**config.mk**
```make
export PLATFORM = sky130hd
export DESIGN_NAME = alu_arbiter
export DESIGN_NICKNAME = d
export VERILOG_FILES = /design/src/rtl/alu_arbiter.sv
export SDC_FILE = /design/constraint.sdc
export NUM_CORES = 1
export LEC_CHECK = 0
export ABC_AREA = 1
export CAP_MARGIN = 20
export CORE_MARGIN = 10
export CORE_UTILIZATION = 30
export CTS_BUF_LIST = sky130_fd_sc_hd__clkbuf_4 sky130_fd_sc_hd__clkbuf_8
export DETAILED_ROUTE_END_ITERATION = 12
export PLACE_DENSITY = 0.94
export SLEW_MARGIN = 15
export SYNTH_ARGS = -nofsm -noshare
export SYNTH_HDL_FRONTEND = slang
export SYNTH_SLANG_ARGS = --single-unit
export TNS_END_PERCENT = 30
```
**constraint.sdc**
```tcl
create_clock -name clk -period 4.9 [get_ports clk]
set_clock_uncertainty 0.15 [all_clocks]
set_input_delay 1.47 -clock clk [delete_from_list [all_inputs] [get_ports clk]]
set_output_delay 1.47 -clock clk [all_outputs]
set_load 0.02 [all_outputs]
```
**src/rtl/alu_arbiter.sv**
```systemverilog
// Round-robin arbiter sharing one combinational ALU between two requesters.
// One operation in flight; the result is registered and returned on a per-requester response handshake.
module alu_arbiter #(
  parameter int DATA_W = 32,
  parameter int OP_W   = 4
) (
  input  logic              clk,
  input  logic              reset,
  input  logic [1:0]        req_valid,
  output logic [1:0]        req_ready,
  input  logic [OP_W-1:0]   req_op0,
  input  logic [OP_W-1:0]   req_op1,
  input  logic [DATA_W-1:0] req_a0,
  input  logic [DATA_W-1:0] req_a1,
  input  logic [DATA_W-1:0] req_b0,
  input  logic [DATA_W-1:0] req_b1,
  output logic [1:0]        resp_valid,
  input  logic [1:0]        resp_ready,
  output logic [DATA_W-1:0] resp_result,
  output logic              resp_zero,
  output logic [OP_W-1:0]   alu_opcode,
  output logic [DATA_W-1:0] alu_a,
  output logic [DATA_W-1:0] alu_b,
  input  logic [DATA_W-1:0] alu_result,
  input  logic              alu_zero,
  output logic              busy
);

  // Handshakes: a transfer happens on a rising edge where valid and ready are both 1.
  // req_ready is derived combinationally from req_valid; requesters hold valid and
  // payload until accepted. resp_valid/result stay stable until resp_ready[gnt].
  typedef enum logic {IDLE = 1'b0, RESP = 1'b1} state_t;

  state_t              state_q, state_d;
  logic                last_q, last_d;
  logic [DATA_W-1:0]   result_q, result_d;
  logic                zero_q, zero_d;
  logic                winner;
  logic                issue;
  logic                sel;

  always_comb begin
    winner = req_valid[1];
    if (req_valid == 2'b11) winner = ~last_q;
    issue  = (state_q == IDLE) && (|req_valid) && !reset;
    // Outside an issue cycle the ALU sees the last-granted requester's fields.
    sel    = issue ? winner : last_q;
  end

  assign alu_opcode  = sel ? req_op1 : req_op0;
  assign alu_a       = sel ? req_a1  : req_a0;
  assign alu_b       = sel ? req_b1  : req_b0;

  assign req_ready   = issue ? (winner ? 2'b10 : 2'b01) : 2'b00;
  assign resp_valid  = (state_q == RESP) ? (last_q ? 2'b10 : 2'b01) : 2'b00;
  assign busy        = (state_q == RESP);
  assign resp_result = result_q;
  assign resp_zero   = zero_q;

  always_comb begin
    state_d  = state_q;
    last_d   = last_q;
    result_d = result_q;
    zero_d   = zero_q;
    case (state_q)
      IDLE: begin
        if (issue) begin
          state_d  = RESP;
          last_d   = winner;
          result_d = alu_result;
          zero_d   = alu_zero;
        end
      end
      RESP: begin
        if (resp_ready[last_q]) state_d = IDLE;
      end
      default: state_d = IDLE;
    endcase
  end

  always_ff @(posedge clk) begin
    if (reset) begin
      state_q  <= IDLE;
      last_q   <= 1'b1;
      result_q <= '0;
      zero_q   <= 1'b0;
    end else begin
      state_q  <= state_d;
      last_q   <= last_d;
      result_q <= result_d;
      zero_q   <= zero_d;
    end
  end

endmodule
```
==> flow_summary_export.csv <==
group,metric,value,unit
power,leakagePower,2.62,nW
power,switchingPower,0.000472,W
placed_design,dp_hpwl,12800,um
logic_synthesis,synthXorXnorAreaFrac,0,%
logic_synthesis,synth-compound-area-share,0,%
finish,finalNetCount,844,
critical_path,startpoint_type,"input pin",
logic_synthesis,ys_seq_elements,35,
finish,drive_above_1_share,4.93,%
power,p_sw_share,37.4,%
critical_path,cp.arrival,3180,ps
outcome,status,"completed",
sta,finalSetupTns,0,ps
finish,design_area,0.00540,mm^2
routing,num_vias,3924,
flow_run,cap_violations,0,
routing,wirelength,15300,um
global_routing,grt_overflow,0,
critical_path,critPathTopFamily,"buffers and inverters",
hold_path,hp-class,"reg -> reg",
logic_synthesis,yosysSeqAreaShare,29.0,%
finish,final_cell_mix,"clkdlybuf4s50_1 (211), nand3_1 (204), nand2_1 (107)",
floorplan,coreArea,0.00777,mm^2
critical_path,cp_max_fo,37,
placed_design,routabilityCongestion,1.02,
sta,fin_crit_sh,97.9,%
power,p_comb_share,54.0,%
logic_synthesis,synth-simple-area-share,61.4,%
floorplan,die_y,110,um
routing,drt_iter0_drc,258,
power,clockPowerShare,20.0,%
floorplan,row_count,32,
sta,hold_viol,0,
sta,fin_ws,102,ps
global_routing,grt_pass1_vias,3793,
sta,rsz0062_at_grt,"no",
critical_path,cp_common_cell,"clkdlybuf4s50_1",
placed_design,placed_area,0.00537,mm^2
sta,post-route-min-period,4800,ps
finish,final_common_cell,"clkdlybuf4s50_1",
sta,fmax,208,MHz
placed_design,port_buffers,280,
critical_path,worstSetupEndpointType,"output port",
floorplan,die_w,110,um
routing,post-route-drc-count,0,
power,ir_worst_vdd,0.279,mV
power,powerDensity,234,mW/mm^2
clock_network,clock-sinks,35,
logic_synthesis,synth_mux_area_share,0,%
logic_synthesis,syn_nets,580,
routing,drt-pass1-iter-count,5,
floorplan,die-area,0.0120,mm^2
placed_design,dp_worst_setup_slack,-124,ps
global_routing,grt_start_max_net_pins,50,
sta,setup_viol,0,
critical_path,cp_num_buf_inv,4,
critical_path,cp_slowest_cell,"clkdlybuf4s50_1",
global_routing,grt_pass1_wl,21600,um
finish,n_antenna_cell,0,
logic_synthesis,syn_area_per_cell,5.96,um^2
finish,syn_to_final_growth,124,%
clock_network,cts-htree-levels,2,
clock_network,clk_path_buf_depth,2,
clock_network,cts_tree,"yes",
global_routing,grtUsageTotal,22.8,%
sta,final_max_slew_viol_count,0,
routing,wl_per_cell,19.9,um
clock_network,clock-root-buffer,"clkbuf_8",
critical_path,crit_chain,"clkdlybuf4s50_1 > nor2_4 > nand3_2 > buf_12 > inv_1 > clkdlybuf4s50_1",
clock_network,path_clk_slew,70,ps
critical_path,cpPeakStageDelay,600,ps
sta,max_slew_margin,34.4,%
routing,drt-vias-per-instance,5.09,
floorplan,initial_utilization,31.1,%
clock_network,postCtsSetupBuffers,0,
logic_synthesis,syn_area,0.00241,mm^2
critical_path,critPathKind,"in -> out",
sta,tightestPinTransition,978,ps
clock_network,cts_buffers,5,
clock_network,hold_buffers,0,
logic_synthesis,synth_top_family_by_area,"simple AND/OR/NAND/NOR gates",
logic_synthesis,synth_fa_ha_area_share,0,%
critical_path,cp.required,3280,ps
logic_synthesis,synth_cell_type_count,15,
finish,postLayoutCoreUtil,69.5,%
power,intPower,0.000790,W
power,p_seq_share,26.0,%
floorplan,io_pins,281,
global_routing,grt_antenna_before_repair,0,
logic_synthesis,synth.yosys.warnings,0,
logic_synthesis,netlist_instances,405,
routing,final_antenna_net_count,0,
clock_network,clock_latency,270,ps
-- stage by stage --
stage,cells,power (W),hold slack (ps)
2_1_floorplan,405,0.000652,392
3_3_place_gp,764,0.00106,302
3_5_place_dp,764,0.00107,308
4_1_cts,771,0.00127,318
5_1_grt,771,0.00133,336
6_report,771,0.00126,316
-- final timing paths --
check	startpoint	to	slack, ps	depth (start not counted)
worst max-delay path	reset	req_ready[1]	100	6
worst min-delay path	resp_result[17]$_SDFFE_PP0P_	resp_result[17]$_SDFFE_PP0P_	320	2
worst max register to register	busy$_SDFF_PP0_	busy$_SDFF_PP0_	3440	6
worst min register to register	resp_result[17]$_SDFFE_PP0P_	resp_result[17]$_SDFFE_PP0P_	320	2
-- synth_stat cells (all sizes together) --
library cell / n / area share, %
inv: 10 / 1.6
dfxtp: 35 / 29
nand2: 111 / 18
nor2: 2 / 0.62
clkbuf: 17 / 2.6
buf: 23 / 5.2
nand3: 206 / 43
clkinv: 1 / 0.16
-- layout make-up --
| class | count | area (um^2) |
|---|---|---|
| clock buffers | 6 | 76.3 |
| clock inverters | 1 | 30.0 |
| fillers | 659 | 2370 |
| inverters | 11 | 41.3 |
| multi-input cells | 319 | 1490 |
| flip-flops and latches | 35 | 701 |
| well taps | 102 | 128 |
| repair buffers | 297 | 2930 |
-- per-layer routing --
metal | vias up | track usage, % | share of wire, %
li1 | 1900 | - | -
met1 | 1769 | 24.9 | 35
met2 | 215 | 40.0 | 50
met3 | 40 | 7.43 | 10
met4 | 0 | 9.20 | 4.2
met5 | - | 0 | 0
-- worst register-to-register path, stage by stage (launching register included) --
cell	delay, ps
dfxtp_1	420
nor2_4	90
nand2_4	80
buf_4	330
nand3_1	140
nand2_1	70
inv_1	60
-- cells by family after synthesis --
kind of cell           count (synthesis)
and+or+nand+nor                      319
buffers and inverters                 51
DFF                                   35
-- repair_timing --
item                       4_1_cts  5_1_grt
setup endpoints to repair       66        1
pin swaps                        0        0
resized for setup               66        1
-- sequential cells by signal, summed over array words and instances, names as in the netlist, named ones only --
name         count
resp_zero        1
resp_result     32
busy             1
-- power groups by stage --
stage	clock network, W	registers, W	logic, W
2_1_floorplan	0	0.000366	0.000286
3_3_place_gp	0	0.000332	0.000729
3_5_place_dp	0	0.000334	0.000739
4_1_cts	0.000258	0.000328	0.000686
5_1_grt	0.000274	0.000331	0.000725
6_report	0.000253	0.000328	0.000681
(Power assumes the default switching activity.)
